[src/rtl/uart_pkg.sv]
// Shared types and constants for the memory-mapped UART transmitter:
// FSM states, register offsets, funct3 codes, STATUS layout and the load-lane extender.
package uart_pkg;

    typedef enum logic [1:0] {
        ST_IDLE  = 2'd0,
        ST_START = 2'd1,
        ST_DATA  = 2'd2,
        ST_STOP  = 2'd3
    } tx_state_e;

    localparam logic [1:0] OFF_TXDATA = 2'd0;
    localparam logic [1:0] OFF_STATUS = 2'd1;
    localparam logic [1:0] OFF_DIV    = 2'd2;

    localparam logic [2:0] F3_B  = 3'b000;
    localparam logic [2:0] F3_H  = 3'b001;
    localparam logic [2:0] F3_W  = 3'b010;
    localparam logic [2:0] F3_BU = 3'b100;
    localparam logic [2:0] F3_HU = 3'b101;

    localparam int ST_BUSY_BIT  = 0;
    localparam int ST_FULL_BIT  = 1;
    localparam int ST_EMPTY_BIT = 2;
    localparam int ST_OVF_BIT   = 3;
    localparam int ST_CNT_LSB   = 4;

    // Lane select by byte offset, then sign/zero extension chosen by funct3.
    function automatic logic [31:0] load_extend(input logic [31:0] word,
                                                 input logic [1:0]  off,
                                                 input logic [2:0]  f3);
        logic [31:0] shifted;
        logic [7:0]  b;
        logic [15:0] h;
        logic [31:0] r;
        shifted = word >> {off, 3'b000};
        b       = shifted[7:0];
        h       = off[1] ? word[31:16] : word[15:0];
        case (f3)
            F3_B:    r = {{24{b[7]}}, b};
            F3_H:    r = {{16{h[15]}}, h};
            F3_BU:   r = {24'h0, b};
            F3_HU:   r = {16'h0, h};
            default: r = word;
        endcase
        return r;
    endfunction

endpackage

[src/rtl/uart_tx_fifo.sv]
// Byte FIFO feeding the serialiser; push/pop take effect on the clock edge, data out is
// the head entry combinationally. Push while full and pop while empty are ignored.
module uart_tx_fifo
    import uart_pkg::*;
#(
    parameter int DEPTH = 4
) (
    input  logic       clk,
    input  logic       reset,
    input  logic       push_i,
    input  logic       pop_i,
    input  logic [7:0] dat_i,
    output logic [7:0] dat_o,
    output logic       full_o,
    output logic       empty_o,
    output logic [2:0] count_o
);

    localparam logic [2:0] CAP  = 3'(DEPTH);
    localparam logic [2:0] LAST = 3'(DEPTH - 1);

    logic [7:0] mem_q [8];
    logic [2:0] wr_ptr_q, rd_ptr_q, count_q;
    logic       do_push, do_pop;

    assign full_o  = (count_q == CAP);
    assign empty_o = (count_q == 3'd0);
    assign do_push = push_i && !full_o;
    assign do_pop  = pop_i && !empty_o;
    assign dat_o   = mem_q[rd_ptr_q];
    assign count_o = count_q;

    always_ff @(posedge clk) begin
        if (do_push) begin
            mem_q[wr_ptr_q] <= dat_i;
        end
    end

    always_ff @(posedge clk) begin
        if (reset) begin
            wr_ptr_q <= 3'd0;
            rd_ptr_q <= 3'd0;
            count_q  <= 3'd0;
        end else begin
            if (do_push) begin
                wr_ptr_q <= (wr_ptr_q == LAST) ? 3'd0 : wr_ptr_q + 3'd1;
            end
            if (do_pop) begin
                rd_ptr_q <= (rd_ptr_q == LAST) ? 3'd0 : rd_ptr_q + 3'd1;
            end
            case ({do_push, do_pop})
                2'b10:   count_q <= count_q + 3'd1;
                2'b01:   count_q <= count_q - 3'd1;
                default: count_q <= count_q;
            endcase
        end
    end

endmodule

[src/rtl/uart_tx_mmio.sv]
// Memory-mapped 8N1 UART transmitter: combinational load data, tx low one edge after a
// store to an idle unit; stores to a full FIFO are dropped and flagged in STATUS.overflow.
module uart_tx_mmio
    import uart_pkg::*;
#(
    parameter logic [31:0] BASE_ADDR = 32'hFFFF_0000,
    parameter int          DEPTH     = 4,
    parameter logic [15:0] DIV_RESET = 16'd868
) (
    input  logic        clk,
    input  logic        reset,
    input  logic        we,
    input  logic [31:0] a,
    input  logic [31:0] wd,
    input  logic [2:0]  Control,
    output logic [31:0] rd,
    output logic        tx
);

    logic        sel, wr_en, push, pop, last_tick;
    logic        fifo_full, fifo_empty;
    logic [2:0]  fifo_count;
    logic [7:0]  fifo_dat;
    logic        ovf_q;
    logic [15:0] div_q, div_d;
    tx_state_e   state_q;
    logic [2:0]  bit_cnt_q;
    logic [15:0] div_cnt_q, div_lat_q;
    logic [7:0]  shift_q;
    logic        tx_q;
    logic [31:0] status_word, reg_word;
    logic        unused_wd;

    assign sel       = (a[31:4] == BASE_ADDR[31:4]);
    assign wr_en     = we && sel && (a[1:0] == 2'b00);
    assign push      = wr_en && (a[3:2] == OFF_TXDATA);
    assign last_tick = (div_cnt_q == div_lat_q - 16'd1);
    assign pop       = !fifo_empty && ((state_q == ST_IDLE) ||
                                       ((state_q == ST_STOP) && last_tick));
    assign unused_wd = ^wd[31:16];

    uart_tx_fifo #(.DEPTH(DEPTH)) u_fifo (
        .clk     (clk),
        .reset   (reset),
        .push_i  (push),
        .pop_i   (pop),
        .dat_i   (wd[7:0]),
        .dat_o   (fifo_dat),
        .full_o  (fifo_full),
        .empty_o (fifo_empty),
        .count_o (fifo_count)
    );

    // A byte store only replaces the low byte; a zero divisor would never end a bit.
    always_comb begin
        div_d = div_q;
        if (Control[1:0] == 2'b00) begin
            div_d[7:0] = wd[7:0];
        end else begin
            div_d = wd[15:0];
        end
        if (div_d == 16'd0) begin
            div_d = 16'd1;
        end
    end

    always_ff @(posedge clk) begin
        if (reset) begin
            div_q <= DIV_RESET;
            ovf_q <= 1'b0;
        end else begin
            if (wr_en && (a[3:2] == OFF_DIV)) begin
                div_q <= div_d;
            end
            if (push && fifo_full) begin
                ovf_q <= 1'b1;
            end else if (wr_en && (a[3:2] == OFF_STATUS) && wd[ST_OVF_BIT]) begin
                ovf_q <= 1'b0;
            end
        end
    end

    always_comb begin
        status_word                   = 32'h0;
        status_word[ST_BUSY_BIT]      = (state_q != ST_IDLE);
        status_word[ST_FULL_BIT]      = fifo_full;
        status_word[ST_EMPTY_BIT]     = fifo_empty;
        status_word[ST_OVF_BIT]       = ovf_q;
        status_word[ST_CNT_LSB +: 3]  = fifo_count;
    end

    always_comb begin
        case (a[3:2])
            OFF_STATUS: reg_word = status_word;
            OFF_DIV:    reg_word = {16'h0, div_q};
            default:    reg_word = 32'h0;
        endcase
    end

    assign rd = sel ? load_extend(reg_word, a[1:0], Control) : 32'h0;

    // tx_q is loaded from the state being entered, so the line changes on the same edge.
    always_ff @(posedge clk) begin
        if (reset) begin
            state_q   <= ST_IDLE;
            tx_q      <= 1'b1;
            bit_cnt_q <= 3'd0;
            div_cnt_q <= 16'd0;
            div_lat_q <= 16'd0;
            shift_q   <= 8'd0;
        end else begin
            case (state_q)
                ST_IDLE: begin
                    tx_q <= 1'b1;
                    if (pop) begin
                        shift_q   <= fifo_dat;
                        div_lat_q <= div_q;
                        div_cnt_q <= 16'd0;
                        bit_cnt_q <= 3'd0;
                        state_q   <= ST_START;
                        tx_q      <= 1'b0;
                    end
                end
                ST_START: begin
                    if (last_tick) begin
                        div_cnt_q <= 16'd0;
                        state_q   <= ST_DATA;
                        tx_q      <= shift_q[0];
                    end else begin
                        div_cnt_q <= div_cnt_q + 16'd1;
                    end
                end
                ST_DATA: begin
                    if (last_tick) begin
                        div_cnt_q <= 16'd0;
                        if (bit_cnt_q == 3'd7) begin
                            bit_cnt_q <= 3'd0;
                            state_q   <= ST_STOP;
                            tx_q      <= 1'b1;
                        end else begin
                            bit_cnt_q <= bit_cnt_q + 3'd1;
                            shift_q   <= {1'b0, shift_q[7:1]};
                            tx_q      <= shift_q[1];
                        end
                    end else begin
                        div_cnt_q <= div_cnt_q + 16'd1;
                    end
                end
                ST_STOP: begin
                    if (last_tick) begin
                        div_cnt_q <= 16'd0;
                        if (pop) begin
                            shift_q   <= fifo_dat;
                            div_lat_q <= div_q;
                            bit_cnt_q <= 3'd0;
                            state_q   <= ST_START;
                            tx_q      <= 1'b0;
                        end else begin
                            state_q <= ST_IDLE;
                            tx_q    <= 1'b1;
                        end
                    end else begin
                        div_cnt_q <= div_cnt_q + 16'd1;
                    end
                end
                default: begin
                    state_q <= ST_IDLE;
                    tx_q    <= 1'b1;
                end
            endcase
        end
    end

    assign tx = tx_q;

endmodule

[config.mk]
export PLATFORM = sky130hd
export DESIGN_NAME = uart_tx_mmio
export DESIGN_NICKNAME = d
export VERILOG_FILES = /design/src/rtl/uart_pkg.sv /design/src/rtl/uart_tx_fifo.sv /design/src/rtl/uart_tx_mmio.sv
export SDC_FILE = /design/constraint.sdc
export NUM_CORES = 1
export LEC_CHECK = 0
export ABC_AREA = 1
export BUFFER_PORTS_ARGS = -buffer_cell sky130_fd_sc_hd__buf_2
export CAP_MARGIN = 20
export CORE_AREA = 2 2 129 131
export CTS_CLUSTER_SIZE = 30
export DETAILED_ROUTE_END_ITERATION = 10
export DIE_AREA = 0 0 131 133
export PLACE_DENSITY = 0.71
export SLEW_MARGIN = 20
export SYNTH_ARGS = -nofsm -noshare
export SYNTH_HDL_FRONTEND = slang
export SYNTH_HIERARCHICAL = 1
export SYNTH_SLANG_ARGS = --single-unit
[constraint.sdc]
create_clock -name clk -period 8.12 [get_ports clk]
set_clock_uncertainty 0.2 [all_clocks]
set_input_delay 1.624 -clock clk [delete_from_list [all_inputs] [get_ports clk]]
set_output_delay 1.624 -clock clk [all_outputs]
set_load 0.005 [all_outputs]
* Word-level counts from Yosys, hierarchy flattened
Memories as Yosys holds them, arrays and structs flattened. A register that Yosys moved wholly into a read port is not among the register bits.
Index checks and enable logic that the tools add are counted.
** Word-level totals
- RAM bits :: 64
- Logic and storage cells :: 118
- Memories :: 1
- Bits in registers :: 72
** Operators by class
- Shift operators :: 1
- Reduce and logical (&&, ||, !) cells :: 32
- Mux-type cells :: 44
- Equal/unequal tests :: 22
- Add/subtract/negate cells :: 7
** Memories
- u_fifo.mem_q :: depth 8, bits a word 8, rd ports 1, clocked after Yosys merged registers in 1, write ports 1, RTL line uart_tx_fifo.sv:22 : logic [7:0] mem_q [8];
** Operators by type and width (count)
- 32-bit case mux with 4 select lines :: 1
- 16-bit 2-to-1 mux :: 6
- 16-bit case mux with 2 select lines :: 3
- 8-bit 2-to-1 mux :: 5
- 32-bit 2-to-1 mux :: 1
- 32-bit by 5-bit right shift with 8-bit output :: 1
- 28-bit equality test, second input constant :: 1
- 3-bit 2-to-1 mux :: 8
- 8-bit case mux with 3 select lines :: 1
- 16-bit by 1-bit adder with 16-bit output, second input constant :: 1
- 16-bit equality test :: 1
- 16-bit logical NOT :: 1
- 16-bit by 1-bit subtractor with 16-bit output, second input constant :: 1
- 3-bit by 1-bit adder with 3-bit output, second input constant :: 4
- 3-bit equality test, second input constant :: 4
- 1-bit logical AND :: 11
- 1-bit 2-to-1 mux :: 10
- 2-bit 2-to-1 mux :: 5
- 2-bit != test, second input constant :: 5
- 3-bit case mux with 3 select lines :: 1
- 2-bit equality test, second input constant :: 4
- 2-bit logical NOT :: 4
- 2-bit case mux with 4 select lines :: 1
- 2-bit nonzero test :: 4
- other kinds (16) :: 22

* Longest topological paths before layout
Gate-level depths: netlist (run 1).
- Depth after elaboration :: 8
- Mapped depth :: 25

* Cells and area by module
Netlist (run 1), hierarchy kept.
** Modules (own cells, without submodules)
- uart_tx_mmio :: area each 4275.4 µm², instances 1, cells an instance 665, seq. area each 1261.2 µm²
- uart_tx_fifo :: area each 3462.1 µm², instances 1, cells an instance 365, seq. area each 2162.1 µm²

* Worst setup path before layout (run 1)
No wires, ideal clock.
- Kind :: input -> output
- Start point :: in a[2]
- End point :: out rd[17]
- Stages on the path :: 11
- Path buffers :: 2
- Slack :: 2.333 ns
- Arrival :: 3.963 ns
- Cell sequence :: inv_1 ha_1 clkbuf_1 nand2_1 inv_1 o21ai_0 a21oi_1 nand2_1 o41ai_1 nor3b_1 buf_4
** Between the ends
- Word-level cells in the longest chain between the ends :: 5
** RTL lines
- start, declared :: RTL line uart_tx_mmio.sv:13 : input logic [31:0] a,
- 2-bit equality test / 2-bit by 1-bit equality test with 1-bit output (equally long branches) :: RTL line uart_tx_mmio.sv:93 : case (a[3:2])
- 16-bit case mux with 2 select lines (*) :: RTL line uart_tx_mmio.sv:93
- 32-bit by 5-bit right shift with 8-bit output / 16-bit 2-to-1 mux (equally long branches) :: RTL line uart_pkg.sv:36, uart_pkg.sv:38
- 32-bit case mux with 4 select lines (*) :: RTL line uart_pkg.sv:39 : case (f3)
- 32-bit 2-to-1 mux (*) :: RTL line uart_tx_mmio.sv:100 : assign rd = sel ? load_extend(reg_word, a[1:0], Control) : 32'h0;
- end, declared :: RTL line uart_tx_mmio.sv:16 : output logic [31:0] rd,
Every way passes the cells marked *; elsewhere a longest branch is shown, timed or not.

* Worst setup path after layout (run 1)
- Start point :: in Control[1]
- End point :: out rd[21]
** Between the ends
- Word-level cells in the longest chain between the ends :: 3
** RTL lines
- start, declared :: RTL line uart_tx_mmio.sv:15 : input logic [2:0] Control,
- 3-bit equality test (tied with other cells) :: RTL line uart_pkg.sv:39
- 32-bit case mux with 4 select lines (*) :: RTL line uart_pkg.sv:39
- 32-bit 2-to-1 mux (*) :: RTL line uart_tx_mmio.sv:100
Marks and branches as above.

==> results of run 1 <==
[final cells by class]
type                            instances  area (um^2)  area share
Sequential cell                       139         3420       0.390
Multi-Input combinational cell        669         3370       0.384
Inverter                              173          654      0.0746
Timing Repair Buffer                   94          498      0.0567
Clock buffer                           20          437      0.0498
Tap cell                              220          275      0.0314
Clock inverter                         12          116      0.0133
[per-stage QoR]
stage / instances / util / instance area [um^2] / hold slack [ps] / worst slack, ps
after global routing: 1327 / 0.543 / 8780 / 293 / 2160
after CTS: 1326 / 0.541 / 8740 / 276 / 2570
final: 1327 / 0.543 / 8780 / 270 / 2530
after detailed placement: 1294 / 0.506 / 8190 / 268 / 2580
after global placement: 1294 / 0.506 / 8190 / 251 / 2630
after floorplan: 1030 / - / 7740 / 237 / 2330
[final timing paths]
kind           startpoint                end  slack (ps)  cells after the start
min reg2reg  bit_cnt_q[1]       bit_cnt_q[1]         270                      2
min          bit_cnt_q[1]       bit_cnt_q[1]         270                      2
max            Control[1]             rd[21]        2530                      9
max reg2reg  div_lat_q[0]  u_fifo/count_o[2]        4590                     25
[logic make-up (layout without fill, tap and decap cells)]
| kind of cell | after synthesis | after routing | synth area share |
|---|---|---|---|
| buffers and inverters | 222 | 299 | 0.125 |
| adder cells (fa/ha/maj) | 16 | 16 | 0.0268 |
| multiplexers | 2 | 2 | 0.00259 |
| XOR/XNOR | 14 | 14 | 0.0158 |
| flip-flops | 139 | 139 | 0.442 |
| AO/OA/AOI/OAI | 148 | 148 | 0.106 |
| AND/OR/NAND/NOR | 489 | 489 | 0.281 |
[worst max-delay path, stage by stage]
cell and delay (ps):
buf_2 130, nor2_1 710, o21ai_0 220, a21oi_1 210, nand2_1 200, o41ai_1 110, nor3b_1 210, buf_4 220
buf_2 130
[cell usage after synthesis, drive strengths merged]
master | number | area, um^2
o2111ai | 1 | 8.76
o41ai | 1 | 8.76
dfxtp | 75 | 1500
or2 | 3 | 18.8
and2 | 1 | 6.26
a21oi | 68 | 340
o21ai | 55 | 275
nand4 | 14 | 87.6
mux2i | 2 | 20.0
ha | 15 | 188
edfxtp | 64 | 1920
xnor2 | 6 | 52.6
o22ai | 2 | 12.5
nand2 | 302 | 1200
nand3b | 5 | 37.5
inv | 171 | 647
o21bai | 2 | 26.3
a21boi | 1 | 7.51
clkinv | 2 | 7.51
nor2 | 67 | 294
nor3b | 3 | 22.5
nor3 | 16 | 80.1
and3 | 2 | 12.5
o211ai | 2 | 15.0
a31oi | 1 | 6.26
buf | 30 | 241
a211oi | 7 | 52.6
a21o | 1 | 7.51
clkbuf | 19 | 72.6
nor4 | 6 | 37.5
a22o | 7 | 61.3
nand3 | 70 | 378
xor2 | 8 | 70.1
fa | 1 | 20.0
[flip-flops by register name, indices dropped and copies added, names as in the netlist, named ones only]
name,cells
u_fifo/mem_q,64
div_cnt_q,16
div_lat_q,16
div_q,16
shift_q,8
bit_cnt_q,3
u_fifo/count_o,3
u_fifo/rd_ptr_q,3
u_fifo/wr_ptr_q,3
state_q,2
ovf_q,1
tx,1
[cells in the final DEF, fill, tap and decap left out, drive strengths merged]
cell type	netlist	routed
nand2	302	302
inv	171	175
buf	30	94
dfxtp	75	75
nand3	70	70
a21oi	68	68
nor2	67	67
edfxtp	64	64
o21ai	55	55
clkbuf	19	20
nor3	16	16
ha	15	15
nand4	14	14
xor2	8	8
clkinv	2	8
a22o	7	7
a211oi	7	7
xnor2	6	6
nor4	6	6
nand3b	5	5
nor3b	3	3
or2	3	3
o211ai	2	2
mux2i	2	2
o22ai	2	2
and3	2	2
o21bai	2	2
and2	1	1
a31oi	1	1
o41ai	1	1
o2111ai	1	1
a21o	1	1
a21boi	1	1
bufinv	0	1
clkinvlp	0	1
fa	1	1
[routing by layer]
metal / part of all wire / wire (um) / GRT usage
met1: 0.46 / 8040 / 0.274
met2: 0.48 / 8320 / 0.348
met3: 0.045 / 787 / 0.0400
met4: 0.013 / 227 / 0.0697
met5: 0 / 0 / 0
[where the power goes]
group / internal (mW) / switching (mW)
clock: 0.425 / 0.297
combinational: 0.0721 / 0.154
sequential: 0.750 / 0.0117
==> metrics.csv, run 1 <==
stage,metric,value,unit
placement,numPortBuffers,86,
floorplan,dieArea,17400,um^2
min_path,hold_class,flop to flop,
global_routing,grt_max_degree,39,
detailed_routing,ant_nets,0,
global_routing,overflow,0,
finish,diodes,0,
global_routing,grt_antenna_before_repair,0,
worst_setup_path,cp_data_arrival_time,3760,ps
power_and_ir_drop,vdd_drop_max,0.157,mV
floorplan,die_w,131,um
floorplan,die_h,133,um
synthesis,ys_seq_area_frac,0.442,
floorplan,core_area,16200,um^2
detailed_routing,drt_pass1_iterations,5,
global_routing,grt_first_pass_wirelength,28700,um
cts,clock_latency,420,ps
cts,cts_made_buffers,17,
cts,cts_setup_buffers,0,
finish,final_nets,1180,
placement,dp_hpwl,12300,um
synthesis,synth-seq-cells,139,
cts,cts_sinks,139,
finish,drive_above_1_share,0.154,
synthesis,ys_warn_count,6,
power_and_ir_drop,finalPower,1.71,mW
sta,drv_slew,0,
detailed_routing,drt_iter0_drc,385,
detailed_routing,num_vias,6580,
sta,fin_crit_sh,0.688,
worst_setup_path,required,6300,ps
cts,tritoncts,done,
sta,setup_viol,0,
synthesis,synth_fp_nets,1116,
sta,hold_violations,0,
synthesis,ys_types,47,
finish,nFillCells,1492,
cts,root_buffer,clkbuf_16,
global_routing,grt.total_usage,0.210,
detailed_routing,drc,0,
cts,ctsResizeCount,0,
sta,min_period,5590,ps
detailed_routing,wl_per_cell,13.1,um
sta,timing.setup.tns,0,ps
synthesis,synthesis.area,7740,um^2
cts,path_clk_slew,60,ps
status,outcome,finished clean,
sta,tightest_slew,915,ps
synthesis,postSynthCellCount,1030,
worst_setup_path,crit_type,input pin to primary output,
floorplan,rows,47,
floorplan,initial_core_util,0.478,
sta,fmax,0.179,GHz
floorplan,io_pins,103,
cts,clockBufferDepth,2,
cts,hold_buffers,0,
power_and_ir_drop,p_leak,4.02,nW
global_routing,first_global_vias,6012,
cts,htreeDepth,4,
flow_run,max-cap-violations,0,
worst_setup_path,setup.worst_path.end_class,primary output,
sta,rsz0062_at_grt,no,
finish,syn2layout_area_growth,13.4,%
power_and_ir_drop,power.density,195,nW/um^2
detailed_routing,vias_per_cell,4.96,
synthesis,avgSynthCellArea,7.51,um^2
detailed_routing,postRouteWirelength,17400,um
sta,relSlewSlack,0.388,
placement,gp_congestion,0.913,
worst_setup_path,crit_fanout,16,
worst_setup_path,crit_path_start_kind,input pin,
Note: power is estimated with default switching activity, not from simulation.
==> run 2: changes to the inputs <==
- clock period: 8.12 -> 5.85 ns (I/O delays scaled with it)
==> run 2 against run 1 <==
Worst setup slack got worse by 1100 ps. Count of clock-buffer cells in the layout unchanged. Clock power increased by 45%. Via count increased by 1.4%. First-iteration DRC count increased by 18%. Sequential power increased by 39%. Die area unchanged. Core utilization increased by 0.43 points. Critical path depth increased by 3. Hold slack about the same. Register-to-register slack got worse by 2300 ps. Wire length increased by 1.3%. Critical path type unchanged. Critical endpoint unchanged. Largest cell class unchanged. Largest power group unchanged.
==> metrics.csv, run 2 (synthesized netlist as in run 1, its figures left out) <==
stage,metric,value,unit
worst_setup_path,worstPathCellList,buf_2 -> inv_1 -> ha_1 -> nand2_1 -> inv_1 -> o21ai_0 -> a21oi_1 -> nand2_1 -> o41ai_1 -> nor3b_1 -> buf_4 -> buf_2,
placement,dp_hpwl,12400,um
sta,timing.setup.tns,0,ps
cts,root_buffer,clkbuf_16,
finish,final_common_cell,nand2_1,
detailed_routing,ant_nets,0,
sta,setup_viol,0,
cts,cts_setup_buffers,0,
worst_setup_path,crit_type,input pin to primary output,
detailed_routing,vias_per_cell,5.01,
finish,largest_reg_flops,64,
detailed_routing,wl_per_cell,13.2,um
sta,relSlewSlack,0.520,
placement,placed_area,8220,um^2
power_and_ir_drop,power.density,274,nW/um^2
detailed_routing,drt_pass1_iterations,5,
cts,clock_latency,420,ps
floorplan,rows,47,
power_and_ir_drop,intPower,1.76,mW
global_routing,grt_max_degree,39,
sta,tightest_slew,718,ps
power_and_ir_drop,comb_power_share,0.131,
worst_setup_path,r2r_setup_slack,2260,ps
finish,diodes,0,
finish,nFillCells,1476,
power_and_ir_drop,netSwitchingFraction,0.272,
placement,numPortBuffers,86,
worst_setup_path,cp_top_family,buffers and inverters,
cts,tritoncts,done,
min_path,whs_path_depth,2,
global_routing,overflow,0,
cts,path_clk_slew,60,ps
detailed_routing,drc,0,
cts,clockBufferDepth,2,
placement,gp_congestion,0.859,
worst_setup_path,r2r_start,div_lat_q[0],
detailed_routing,postRouteWirelength,17600,um
finish,finish.instance_area,8840,um^2
floorplan,die_h,133,um
floorplan,dieArea,17400,um^2
worst_setup_path,setup.worst_path.end_class,primary output,
status,outcome,finished clean,
worst_setup_path,crit_fanout,16,
cts,htreeDepth,4,
min_path,min_to,bit_cnt_q[1],
floorplan,die_w,131,um
detailed_routing,num_vias,6674,
global_routing,first_global_vias,6068,
finish,final_nets,1185,
detailed_routing,wl_met1,8060,um
sta,drv_slew,0,
detailed_routing,route.met2.wl,8460,um
worst_setup_path,required,4480,ps
detailed_routing,drt_iter0_drc,454,
sta,min_period,4390,ps
cts,cts_sinks,139,
worst_setup_path,cp_slowest_cell,ha_1,
power_and_ir_drop,vdd_drop_max,0.214,mV
floorplan,core_area,16200,um^2
detailed_routing,top_layer_used,met4,
global_routing,grt.total_usage,0.211,
global_routing,grt_first_pass_wirelength,28800,um
cts,ctsResizeCount,0,
detailed_routing,wl_met3,834,um
global_routing,grt_antenna_before_repair,0,
finish,regMostFlops,u_fifo/mem_q,
worst_setup_path,crit_path_start_kind,input pin,
floorplan,io_pins,103,
finish,syn2layout_area_growth,14.3,%
worst_setup_path,cp_data_arrival_time,3020,ps
min_path,hold_class,flop to flop,
sta,fmax,0.228,GHz
finish,drive_above_1_share,0.157,
worst_setup_path,slowest_delay,380,ps
finish,mostFrequentLayoutCells,"280 x nand2_1, 166 x inv_1, 86 x buf_2",
sta,rsz0062_at_grt,no,
power_and_ir_drop,p_leak,4.06,nW
power_and_ir_drop,power_frac_seq,0.435,
worst_setup_path,cp_num_buf_inv,5,
worst_setup_path,r2r_end,u_fifo/count_o[2],
cts,hold_buffers,0,
cts,cts_made_buffers,17,
power_and_ir_drop,clkPwrFrac,0.434,
sta,fin_crit_sh,0.751,
min_path,hold_start,bit_cnt_q[1],
power_and_ir_drop,p_switching,0.660,mW
sta,hold_violations,0,
worst_setup_path,r2r.worst_path.cells,25,
floorplan,initial_core_util,0.478,
flow_run,max-cap-violations,0,
==> run 2: changes by cell type in the layout (fill, tap and decap cells not counted), sizes merged <==
cell / previous run / this run
clkinv: 8 / 9
buf: 94 / 99
clkinvlp: 1 / 0
==> run 2: area by class of cell <==
type | count | area (um^2) | share of cell area
flip-flops and latches | 139 | 3420 | 0.387
multi-input cells | 669 | 3360 | 0.380
inverters | 173 | 654 | 0.0740
repair buffers | 99 | 548 | 0.0620
clock buffers | 20 | 458 | 0.0518
well taps | 220 | 275 | 0.0311
clock inverters | 12 | 129 | 0.0146
==> run 2: worst max-delay path by stage <==
stage / start / to / slack (ps) / cells after the start
finish: a[2] / rd[21] / 1460 / 12
global placement: a[9] / u_fifo/count_o[1] / 1370 / 13
floorplan: a[2] / rd[17] / 970 / 11
detailed placement: a[9] / u_fifo/count_o[1] / 1290 / 13
CTS: a[2] / rd[21] / 1450 / 12
global route: a[5] / u_fifo/count_o[2] / 1100 / 17
==> run 2: power groups by stage <==
stage / clock [mW] / combinational [mW] / sequential [mW]
final: 1.05 / 0.318 / 1.06
after global routing: 1.11 / 0.366 / 1.06
after CTS: 1.07 / 0.316 / 1.06
after detailed placement: 0 / 0.314 / 1.08
after global placement: 0 / 0.308 / 1.08
after floorplan: 0 / 0.230 / 1.07
==> run 2: per-layer routing <==
layer,GRT usage,vias to the layer above
met1,0.280,3040
met3,0.0425,21
met2,0.349,183
met4,0.0597,0
li1,-,3430
met5,0,-
==> run 2: worst reg2reg max path: stages, from the launching register on <==
cell,delay (ps)
dfxtp_1,330
inv_1,100
ha_1,320
inv_1,50
nand2_1,70
nand2_1,50
nor2_1,80
nand2_1,50
nor2_1,80
nand2_1,60
nor2_1,110
nand3_2,140
o21bai_4,320
nand2_4,110
inv_1,250
inv_1,80
nor2_1,130
ha_1,190
inv_1,70
fa_1,380
inv_1,60
nand2_1,60
nand3_1,60
nand2_1,50
inv_1,40
nor2_1,30
==> run 2: metrics by stage <==
step / utilization / total power [mW] / cells / setup slack, ps / hold slack (ps)
2_1_floorplan: - / 1.30 / 1030 / 971 / 237
3_3_place_gp: 0.508 / 1.38 / 1299 / 1370 / 250
3_5_place_dp: 0.508 / 1.39 / 1299 / 1290 / 265
4_1_cts: 0.545 / 2.44 / 1331 / 1450 / 273
5_1_grt: 0.547 / 2.54 / 1332 / 1100 / 297
6_report: 0.547 / 2.42 / 1332 / 1460 / 270
==> run 3: changes to the inputs <==
- clock period: 5.85 -> 4.35 ns (I/O delays scaled with it)
==> run 3 against run 2 <==
Sequential cell count did not move. Largest power group unchanged. Clock power rose by 30%. Global-route usage fell by 0.35 points. Via count fell by 0.82%. Non-clock buffer count rose by 1. Die area did not move. Combinational power rose by 32%. Worst setup slack got worse by 840 ps.
==> metrics.csv, run 3 (synthesized netlist as in run 1, its figures left out) <==
stage,metric,value,unit
power_and_ir_drop,vdd_drop_max,0.322,mV
worst_setup_path,r2r_start,div_lat_q[0],
global_routing,grt.total_usage,0.207,
cts,root_buffer,clkbuf_16,
floorplan,io_pins,103,
worst_setup_path,cp_data_arrival_time,2660,ps
power_and_ir_drop,power.density,364,nW/um^2
cts,clock_latency,430,ps
flow_run,max-cap-violations,0,
worst_setup_path,crit_type,input pin to primary output,
floorplan,rows,47,
cts,cts_sinks,139,
detailed_routing,num_vias,6619,
power_and_ir_drop,finalPower,3.20,mW
sta,tightest_slew,968,ps
finish,syn2layout_area_growth,13.7,%
min_path,hold_class,flop to flop,
finish,finish.instance_area,8800,um^2
worst_setup_path,required,3280,ps
finish,final_common_cell,nand2_1,
worst_setup_path,r2r_end,u_fifo/count_o[2],
finish,regMostFlops,u_fifo/mem_q,
cts,hold_buffers,0,
worst_setup_path,crit_fanout,16,
status,outcome,finished clean,
finish,drive_above_1_share,0.159,
sta,hold_violations,0,
floorplan,die_w,131,um
floorplan,core_area,16200,um^2
sta,setup_viol,0,
detailed_routing,drt_pass1_iterations,5,
finish,mostFrequentLayoutCells,"280 x nand2_1, 166 x inv_1, 86 x buf_2",
cts,cts_made_buffers,17,
detailed_routing,wl_per_cell,12.8,um
detailed_routing,drt_iter0_drc,452,
worst_setup_path,crit_path_start_kind,input pin,
worst_setup_path,r2r_setup_slack,810,ps
finish,final_util,0.544,
min_path,hold_start,ovf_q,
finish,final_nets,1186,
floorplan,initial_core_util,0.478,
detailed_routing,drc,0,
finish,regArea,3420,um^2
placement,gp_congestion,0.846,
global_routing,first_global_vias,6003,
placement,dp_hpwl,12400,um
detailed_routing,vias_per_cell,4.97,
cts,tritoncts,done,
power_and_ir_drop,p_leak,4.05,nW
placement,numPortBuffers,86,
sta,min_period,3730,ps
sta,timing.setup.tns,0,ps
global_routing,grt_first_pass_wirelength,28300,um
sta,relSlewSlack,0.351,
global_routing,grt_antenna_before_repair,0,
floorplan,die_h,133,um
min_path,whs_path_depth,2,
cts,clockBufferDepth,2,
sta,fmax,0.268,GHz
finish,diodes,0,
min_path,min_to,ovf_q,
detailed_routing,ant_nets,0,
finish,largest_reg_flops,64,
sta,fin_crit_sh,0.858,
placement,placed_area,8240,um^2
sta,drv_slew,0,
finish,multi_input_area,3350,um^2
global_routing,grt_max_degree,39,
sta,whs,271,ps
cts,ctsResizeCount,0,
cts,htreeDepth,4,
sta,rsz0062_at_grt,no,
finish,nFillCells,1483,
global_routing,overflow,0,
floorplan,dieArea,17400,um^2
worst_setup_path,setup.worst_path.end_class,primary output,
cts,path_clk_slew,60,ps
detailed_routing,postRouteWirelength,17100,um
cts,cts_setup_buffers,0,
worst_setup_path,r2r.worst_path.cells,24,
run 3: metal layers:
| metal | vias to the layer above | track usage | part of all wire |
|---|---|---|---|
| li1 | 3436 | - | - |
| met1 | 2973 | 0.272 | 0.45 |
| met2 | 181 | 0.332 | 0.47 |
| met3 | 29 | 0.0477 | 0.055 |
| met5 | - | 0 | 0 |
| met4 | 0 | 0.0792 | 0.021 |
run 3: worst max-delay path by stage:
stage          start  slack (ps)                end  depth (start not counted)
3_5_place_dp    a[2]         590             rd[25]                         12
6_report        a[2]         620             rd[25]                         12
3_3_place_gp    a[9]         600  u_fifo/count_o[1]                         13
4_1_cts         a[2]         590             rd[25]                         12
2_1_floorplan   a[2]          70             rd[17]                         11
5_1_grt         a[2]         360             rd[19]                         12
run 3: area by class of cell:
type                       instances  area share
clock buffer                      17      0.0484
clock inverter                    15      0.0151
inverter                         173      0.0744
multi-input combinational        669       0.381
sequential                       139       0.389
tap                              220      0.0313
timing repair buffer             100      0.0609
run 3: power breakdown:
part	internal, mW	switching (mW)	leakage [nW]
clock	0.751	0.608	0.278
sequential	1.40	0.0203	1.18
combinational	0.135	0.286	2.59
run 3: worst max-delay path, stage by stage:
cell and delay [ps]:
buf_2 110, inv_1 70, ha_1 360, nand2_1 100
inv_1 70, nand2_1 70, a21oi_1 170, nand2_1 200
o41ai_1 100, nor3b_1 210, buf_4 200, buf_2 130
run 3: per-stage QoR:
stage,setup WS (ps),cells
final,617,1333
after global routing,361,1333
after CTS,586,1333
after detailed placement,587,1301
after global placement,598,1301
after floorplan,71.3,1030
